[src/rtl/apb_requester_pkg.sv]
// Shared types and constants for the APB requester and its PSEL decoder.
package apb_requester_pkg;

    typedef enum logic [1:0] {
        IDLE   = 2'd0,
        SETUP  = 2'd1,
        ACCESS = 2'd2,
        RESP   = 2'd3
    } state_e;

    localparam int SEL_IDX_W = 4;

endpackage

[src/rtl/apb_psel_decode.sv]
// Completer index to one-hot PSEL; o_oor flags an index with no completer behind it.
module apb_psel_decode
    import apb_requester_pkg::*;
#(
    parameter int NUM_SLAVES = 16
)(
    input  logic [SEL_IDX_W-1:0]  i_idx,
    output logic [NUM_SLAVES-1:0] o_psel,
    output logic                  o_oor
);

    always_comb begin
        o_psel = '0;
        o_oor  = 1'b1;
        for (int i = 0; i < NUM_SLAVES; i++) begin
            if (i_idx == SEL_IDX_W'(i)) begin
                o_psel[i] = 1'b1;
                o_oor     = 1'b0;
            end
        end
    end

endmodule

[src/rtl/apb_requester.sv]
// APB requester: one valid/ready command becomes one SETUP->ACCESS transfer, with
// decode-error and hung-completer timeout reported on a valid/ready response port.
module apb_requester
    import apb_requester_pkg::*;
#(
    parameter int ADDR_W     = 32,
    parameter int DATA_W     = 32,
    parameter int NUM_SLAVES = 16,
    parameter int SLV_LSB    = 12,
    parameter int TIMEOUT    = 256
)(
    input  logic                  PCLK,
    input  logic                  PRESETn,
    input  logic                  req_valid,
    output logic                  req_ready,
    input  logic                  req_write,
    input  logic [ADDR_W-1:0]     req_addr,
    input  logic [DATA_W-1:0]     req_wdata,
    output logic                  rsp_valid,
    input  logic                  rsp_ready,
    output logic [DATA_W-1:0]     rsp_rdata,
    output logic                  rsp_err,
    output logic                  rsp_timeout,
    output logic [ADDR_W-1:0]     PADDR,
    output logic [DATA_W-1:0]     PWDATA,
    output logic [NUM_SLAVES-1:0] PSEL,
    output logic                  PENABLE,
    output logic                  PWRITE,
    input  logic [DATA_W-1:0]     PRDATA,
    input  logic                  PREADY,
    input  logic                  PSLVERR
);

    localparam int CNT_W = (TIMEOUT > 0) ? $clog2(TIMEOUT + 1) : 1;
    localparam logic [CNT_W-1:0] TO_VAL = CNT_W'(TIMEOUT);

    state_e                r_state;
    logic                  r_req_ready;
    logic                  r_rsp_valid;
    logic [DATA_W-1:0]     r_rsp_rdata;
    logic                  r_rsp_err;
    logic                  r_rsp_timeout;
    logic [ADDR_W-1:0]     r_paddr;
    logic [DATA_W-1:0]     r_pwdata;
    logic [NUM_SLAVES-1:0] r_psel;
    logic                  r_penable;
    logic                  r_pwrite;
    logic [CNT_W-1:0]      r_wait_cnt;

    logic [NUM_SLAVES-1:0] w_psel;
    logic                  w_oor;
    logic                  w_accept;
    logic [CNT_W-1:0]      w_cnt_inc;
    logic                  w_tmo;

    apb_psel_decode #(
        .NUM_SLAVES (NUM_SLAVES)
    ) u_psel_decode (
        .i_idx  (req_addr[SLV_LSB +: SEL_IDX_W]),
        .o_psel (w_psel),
        .o_oor  (w_oor)
    );

    assign w_accept  = req_valid && r_req_ready;
    assign w_cnt_inc = r_wait_cnt + CNT_W'(1);
    // Abort on the TIMEOUT-th consecutive PREADY-low ACCESS cycle; the counter never wraps.
    assign w_tmo     = (TIMEOUT != 0) && (w_cnt_inc == TO_VAL);

    always_ff @(posedge PCLK or negedge PRESETn) begin
        if (!PRESETn) begin
            r_state       <= IDLE;
            r_req_ready   <= 1'b0;
            r_rsp_valid   <= 1'b0;
            r_rsp_rdata   <= '0;
            r_rsp_err     <= 1'b0;
            r_rsp_timeout <= 1'b0;
            r_paddr       <= '0;
            r_pwdata      <= '0;
            r_psel        <= '0;
            r_penable     <= 1'b0;
            r_pwrite      <= 1'b0;
            r_wait_cnt    <= '0;
        end else begin
            case (r_state)
                IDLE: begin
                    if (w_accept) begin
                        r_req_ready <= 1'b0;
                        if (w_oor) begin
                            // Decode error: answer straight away without touching the bus.
                            r_state       <= RESP;
                            r_rsp_valid   <= 1'b1;
                            r_rsp_err     <= 1'b1;
                            r_rsp_timeout <= 1'b0;
                            r_rsp_rdata   <= '0;
                        end else begin
                            r_state    <= SETUP;
                            r_psel     <= w_psel;
                            r_paddr    <= req_addr;
                            r_pwdata   <= req_wdata;
                            r_pwrite   <= req_write;
                            r_wait_cnt <= '0;
                        end
                    end else begin
                        r_req_ready <= 1'b1;
                    end
                end
                SETUP: begin
                    r_state   <= ACCESS;
                    r_penable <= 1'b1;
                end
                ACCESS: begin
                    if (PREADY) begin
                        r_state       <= RESP;
                        r_psel        <= '0;
                        r_penable     <= 1'b0;
                        r_rsp_valid   <= 1'b1;
                        r_rsp_err     <= PSLVERR;
                        r_rsp_timeout <= 1'b0;
                        r_rsp_rdata   <= (!r_pwrite && !PSLVERR) ? PRDATA : '0;
                    end else if (w_tmo) begin
                        r_state       <= RESP;
                        r_psel        <= '0;
                        r_penable     <= 1'b0;
                        r_rsp_valid   <= 1'b1;
                        r_rsp_err     <= 1'b1;
                        r_rsp_timeout <= 1'b1;
                        r_rsp_rdata   <= '0;
                    end else if (TIMEOUT != 0) begin
                        r_wait_cnt <= w_cnt_inc;
                    end
                end
                RESP: begin
                    if (rsp_ready) begin
                        r_state     <= IDLE;
                        r_rsp_valid <= 1'b0;
                        r_req_ready <= 1'b1;
                    end
                end
                default: r_state <= IDLE;
            endcase
        end
    end

    assign req_ready   = r_req_ready;
    assign rsp_valid   = r_rsp_valid;
    assign rsp_rdata   = r_rsp_rdata;
    assign rsp_err     = r_rsp_err;
    assign rsp_timeout = r_rsp_timeout;
    assign PADDR       = r_paddr;
    assign PWDATA      = r_pwdata;
    assign PSEL        = r_psel;
    assign PENABLE     = r_penable;
    assign PWRITE      = r_pwrite;

endmodule
[config.mk]
export PLATFORM = sky130hd
export DESIGN_NAME = apb_requester
export DESIGN_NICKNAME = d
export VERILOG_FILES = /design/src/rtl/apb_requester_pkg.sv /design/src/rtl/apb_psel_decode.sv /design/src/rtl/apb_requester.sv
export SDC_FILE = /design/constraint.sdc
export NUM_CORES = 1
export LEC_CHECK = 0
export ABC_AREA = 1
export BUFFER_PORTS_ARGS = -buffer_cell sky130_fd_sc_hd__buf_2
export CAP_MARGIN = 5
export CELL_PAD_IN_SITES_DETAIL_PLACEMENT = 0
export CELL_PAD_IN_SITES_GLOBAL_PLACEMENT = 1
export CORE_MARGIN = 3
export CORE_UTILIZATION = 36
export DETAILED_ROUTE_END_ITERATION = 8
export GPL_ROUTABILITY_DRIVEN = 0
export PLACE_DENSITY = 0.84
export SETUP_SLACK_MARGIN = 0.2
export SYNTH_ARGS = -nofsm -noshare
export SYNTH_HDL_FRONTEND = slang
export SYNTH_SLANG_ARGS = --single-unit
export TNS_END_PERCENT = 100
[constraint.sdc]
create_clock -name PCLK -period 2.5 [get_ports PCLK]
set_input_delay 0.25 -clock PCLK [delete_from_list [all_inputs] [get_ports PCLK]]
set_output_delay 0.25 -clock PCLK [all_outputs]
set_load 0.05 [all_outputs]
* Word level (Yosys, flattened, before mapping)
Cells that the tools add are included.
Widths: inputs -> output; s select.
** Word-level totals
- Register bits :: 129
- Bits in latches :: 0
- Memory bits (writable) :: 0
- Memory bits (read-only) :: 0
- Bits of input ports :: 103
- Output and inout port bits :: 118
- Logic and storage cells :: 130
- Memories kept :: 0
** Operators by class
- Add/subtract/negate cells :: 1
- Multiply operators :: 0
- Divide/modulo/power cells :: 0
- $lt $le $gt $ge :: 0
- Equality and inequality tests :: 26
- Shift-type cells :: 0
- Muxes and demuxes :: 72
- Bitwise logic cells :: 1
- Reduce and logical (&&, ||, !) cells :: 18
** Operators with widths (number)
- $mux 32 :: 5
- $mux 16 :: 4
- $pmux 32 s2 :: 1
- $mux 1 :: 45
- $mux 9 :: 4
- $eq 4x4->1 const B :: 8
- $pmux 16 s2 :: 1
- $pmux 9 s2 :: 1
- $eq 4x3->1 const B :: 4
- $mux 2 :: 5
- $ne 2x2->1 const B :: 5
- $reduce_and 5->1 :: 2
- $add 9x1->9 const B :: 1
- $eq 9x9->1 const B :: 1
- $eq 4x2->1 const B :: 2
- $pmux 1 s2 :: 4
- $pmux 2 s4 :: 1
- $reduce_and 4->1 :: 2
- $reduce_and 3->1 :: 2
- $reduce_bool 2->1 :: 3
- $eq 2x2->1 const B :: 2
- $eq 4x1->1 const B :: 1
- $logic_not 4->1 :: 1
- $reduce_and 2->1 :: 2
- 9 further kinds :: 11

* Depth between registers and ports, before layout
- Word-level depth :: 20
- Mapped depth :: 14
- Gate-level depth less buffers :: 13

* Cells and area by module
From an unflattened synthesis, not the netlist that was laid out.
** Unflattened totals
- Cells, all modules :: 657
- Area, all modules :: 5459.0 µm²
** Modules (own cells, without submodules)
- apb_requester :: times used 1, cells each 627, area each 5342.6 µm², sequential area each 3228.1 µm²
- apb_psel_decode :: times used 1, cells each 30, area each 116.4 µm², sequential area each 0.0 µm²

* Worst setup path after synthesis
OpenSTA, ideal clock, no wires.
- Path kind :: reg2reg
- From :: register r_req_ready, in the netlist req_ready
- To :: register r_paddr[29], in the netlist PADDR[29]
- Library setup time :: 0.125 ns
- Arrival time :: 1.803 ns
- Data required time :: 2.375 ns
- Slack :: 0.572 ns
- Cell stages (with the launch flop) :: 5
- Path buffers :: 2
- Clock period less this slack :: 1.928 ns
- Cell sequence :: dfrtp_1 -> nand3_1 -> buf_1 -> clkbuf_1 -> mux2_2
** Between the ends
- Longest elaborated chain between the ends :: 2
** RTL lines
- start: declaration :: line apb_requester.sv:38 : logic r_req_ready;
- start signal: assignment :: line apb_requester.sv:72 : r_req_ready <= 1'b0;
- start signal: assignment :: line apb_requester.sv:87 : r_req_ready <= 1'b0;
- start signal: assignment :: line apb_requester.sv:104 : r_req_ready <= 1'b1;
- $logic_and 1x1->1 :: line apb_requester.sv:64 : assign w_accept = req_valid && r_req_ready;
- $reduce_and 3->1 (no source line)
- end signal: assignment :: line apb_requester.sv:98 : r_paddr <= req_addr;
- end: declaration :: line apb_requester.sv:43 : logic [ADDR_W-1:0] r_paddr;
Every way passes these cells.
A chain may end at the register's enable or synchronous reset.

* Worst setup path after layout
- From :: register r_wait_cnt[0]
- To :: register r_psel[6], in the netlist PSEL[6]
** Between the ends
- Longest elaborated chain between the ends :: 4
** RTL lines
- start: declaration :: line apb_requester.sv:48 : logic [CNT_W-1:0] r_wait_cnt;
- start signal: assignment :: line apb_requester.sv:129 : r_wait_cnt <= w_cnt_inc;
- $add 9x1->9 :: line apb_requester.sv:65 : assign w_cnt_inc = r_wait_cnt + CNT_W'(1);
- $eq 9x9->1 :: line apb_requester.sv:67 : assign w_tmo = (TIMEOUT != 0) && (w_cnt_inc == TO_VAL);
- $ne 3x3->1 (no source line)
- $reduce_and 4->1 (no source line)
- end signal: assignment :: line apb_requester.sv:97 : r_psel <= w_psel;
- end: declaration :: line apb_requester.sv:45 : logic [NUM_SLAVES-1:0] r_psel;
Every way passes these cells.

==> run summary <==
Worst Setup End Kind: flop
via count of the first global-routing pass: 4592
VDD IR max: 0.5985 mV
Vias/cell: 4.814
DRT Wirelength: 14380 um
CP Class: reg2reg
Synth Area in XOR/XNOR: 0.1590%
synth unique cells: 26
most used cell, CP: nand2_1
RSZ-0062 raised after global routing: no
synth warn: 0
Flop pwr share: 29.7%
Post-route DRC: 0
fin. max-slew vios: 0
port bufs: 220
synthesized flop and latch total: 129
largest net degree at the start of global routing: 72
top cell type's share of synthesized area: 58.60%
Post-Synth Adder-Cell Area: 1.136%
mux share of post-synthesis cell area: 12.47%
clock slew at reported path FFs: 0.06 ns
final hold slack: 0.06441 ns
Synth Area in Simple Gates: 17.28%
iteration-0 DRC count of the detailed router: 183
combinational family with the most area after synthesis: simple AND/OR/NAND/NOR gates
Pleak: 3.821 nW
Clock Power Share: 21.4%
Area growth syn-to-layout: 34.86%
Crit-path slowest cell: dfrtp_2
compound-cell area share of the yosys netlist: 6.337%
FP Rows: 44
core box area: 14750 um^2
worst hold path class: in2reg
CP startpoint: r_wait_cnt[0]
met3 Resource Use GR: 5.035%
first-pass GRT wire length: 22090 um
Max Cap Viol: 0
share of cells above drive strength 1: 44.44%
flop-to-flop setup slack: 0.43 ns
Achievable Freq: 482.3 MHz
initial antenna violation count: 0
synth top area cells: dfrtp_1, mux2_2, nand2_1
Mapped Area: 5509 um^2
setup total negative slack: 0 ns
via count: 4612
R2R Path End: PSEL[6]
Setup crit start kind: flop
Die Area: 16820 um^2
clk buf depth: 2
cell taking the most area after synthesis: dfrtp_1
total design power: 10.77 mW
Worst-Skew Late Latency: 0.42 ns
sequential fraction of the synthesis area: 58.60%
Clock Skews: 0.007937 ns
CTS HTree Levels: 4
Finished Cell Area: 7430 um^2
non-filler cells, final: 958
CP Max Fanout: 19
status: completed
NetSw: 5.166 mW
drt wl/cell: 15.01 um
initial core utilization: 37.34%
antenna cells: 0
Root Buffer: clkbuf_16
Initial DRT Pass Iterations: 4
Num CTS Buffers: 17
placed inst area: 6845 um^2
Reg2Reg Depth: 11
Inst Count DP: 925
final antenna-violating net count: 0
Worst-Margin Slew: 0.4752 ns
grt met2 use: 27.60%
Tmin final: 2.073 ns
Critical Path RT: 2.86 ns
post-DP HPWL: 10650 um
reg-to-reg startpoint: r_wait_cnt[0]
Hold Violations, Final: 0
CTS tree: built
layout filler cell count: 1365
Internal Pwr Total: 5.602 mW
Post-Syn Nets: 642
GRT Total Usage: 16.69%
post-CTS setup buffers: 0
worst setup path end: PSEL[6]
CTS Sinks: 129
GRT overflow: 0
Ports: 221
Final setup violation count: 0
Post-Syn Area per Cell: 10.32 um^2
Largest stage delay, worst path: 0.43 ns
final cycle utilization of the critical path: 82.94%
PwrDens: 1449 nW/um^2
Cells after Synth: 534
CP cell instances: ha_1 -> nand3_1 -> o21ai_1 -> nand2_1 -> nor2_2 -> nand3_2 -> nand2_4 -> nand2_4 -> nor2_4 -> nand2_1 -> nand2_1
global routing usage on met1: 20.42%
grt peak-use layer: met2
chip height: 129.7 um
fin nets: 870
Die W: 129.7 um
Sw Share: 47.98%
combinational power share: 48.8%
crit path DAT: 2.43 ns
slew margin rel.: 68.32%
[what timing repair did]
item | CTS | global route
setup endpoints to repair | 0 | 61
resized for setup | 0 | 4
hold endpoints to repair | 28 | 0
hold buffers | 1 | 0
[Yosys cell counts, drive strengths merged]
library cell    n
xor2            1
nor2           33
o21ai          60
a21oi           6
dfrtp         129
nand2         160
buf            11
nand3          18
mux2           61
clkbuf         12
inv            25
nor3            8
ha              5
nand3b          2
nand4           3
[critical path, delay by kind of cell, from the launching register on]
| kind | cells | cell delay [ns] |
|---|---|---|
| flops | 1 | 0.43 |
| compound gates | 1 | 0.20 |
| simple gates | 9 | 1.15 |
| fa+ha+maj | 1 | 0.22 |
[worst min-delay path by stage]
stage | from | to | slack, ns | cells after the start
floorplan | PRESETn | PADDR[0] | -0.05 | 0
global placement | PRESETn | PADDR[29] | 0.21 | 1
detailed placement | PRESETn | PADDR[29] | 0.22 | 1
CTS | req_addr[29] | PADDR[29] | 0.05 | 2
global route | req_wdata[31] | PWDATA[31] | 0.05 | 2
finish | req_addr[29] | PADDR[29] | 0.06 | 2
[cell families (layout without fill, tap and decap cells)]
group           after synthesis  after routing
compound gates               66             66
xor+xnor                      1              1
mux                          61             61
fa+ha+maj                     5              5
buf+inv                      48            287
simple gates                224            225
flops                       129            129
[area by class of cell]
class,count,area [um^2],area share (%)
flip-flops and latches,129,3229,43.47
multi-input cells,358,2093,28.17
repair buffers,231,1226,16.50
inverters,25,93.84,1.263
well taps,184,230.2,3.099
clock buffers,21,470.5,6.332
clock inverters,10,86.33,1.162
[power by group through the flow]
stage	logic [mW]	clock network, mW	registers (mW)
floorplan	1.50	0	5.66
global placement	5.19	0	3.19
detailed placement	5.26	0	3.23
CTS	5.26	2.37	3.21
global route	5.55	2.47	3.29
finish	5.26	2.31	3.20
[layer usage]
metal / vias up / share of wire (%)
li1: 2212 / -
met1: 2212 / 42
met2: 158 / 50
met3: 30 / 6.3
met4: 0 / 2.1
met5: - / 0
[state kept, by name, indices dropped and copies added (netlist names), 2 cells and up]
name,cells
PADDR,32
PSEL,16
rsp_rdata,32
r_wait_cnt,9
r_state,2
PWDATA,32
[layout by cell type, fill, tap and decap left out, drive strengths merged, types with 8 or more instances in the layout]
cell	Yosys	routed
dfrtp	129	129
buf	11	230
nand2	160	160
mux2	61	61
inv	25	25
clkbuf	12	21
o21ai	60	60
nor3	8	8
nor2	33	34
nand3	18	18
[metrics by stage]
| stage | worst slack (ns) | utilization, % |
|---|---|---|
| 2_1_floorplan | 0.5724 | - |
| 3_3_place_gp | 0.3552 | 46.40 |
| 3_5_place_dp | 0.2863 | 46.40 |
| 4_1_cts | 0.2662 | 50.24 |
| 5_1_grt | 0.2266 | 50.36 |
| 6_report | 0.4265 | 50.36 |
Power figures use the tool's default switching activity.
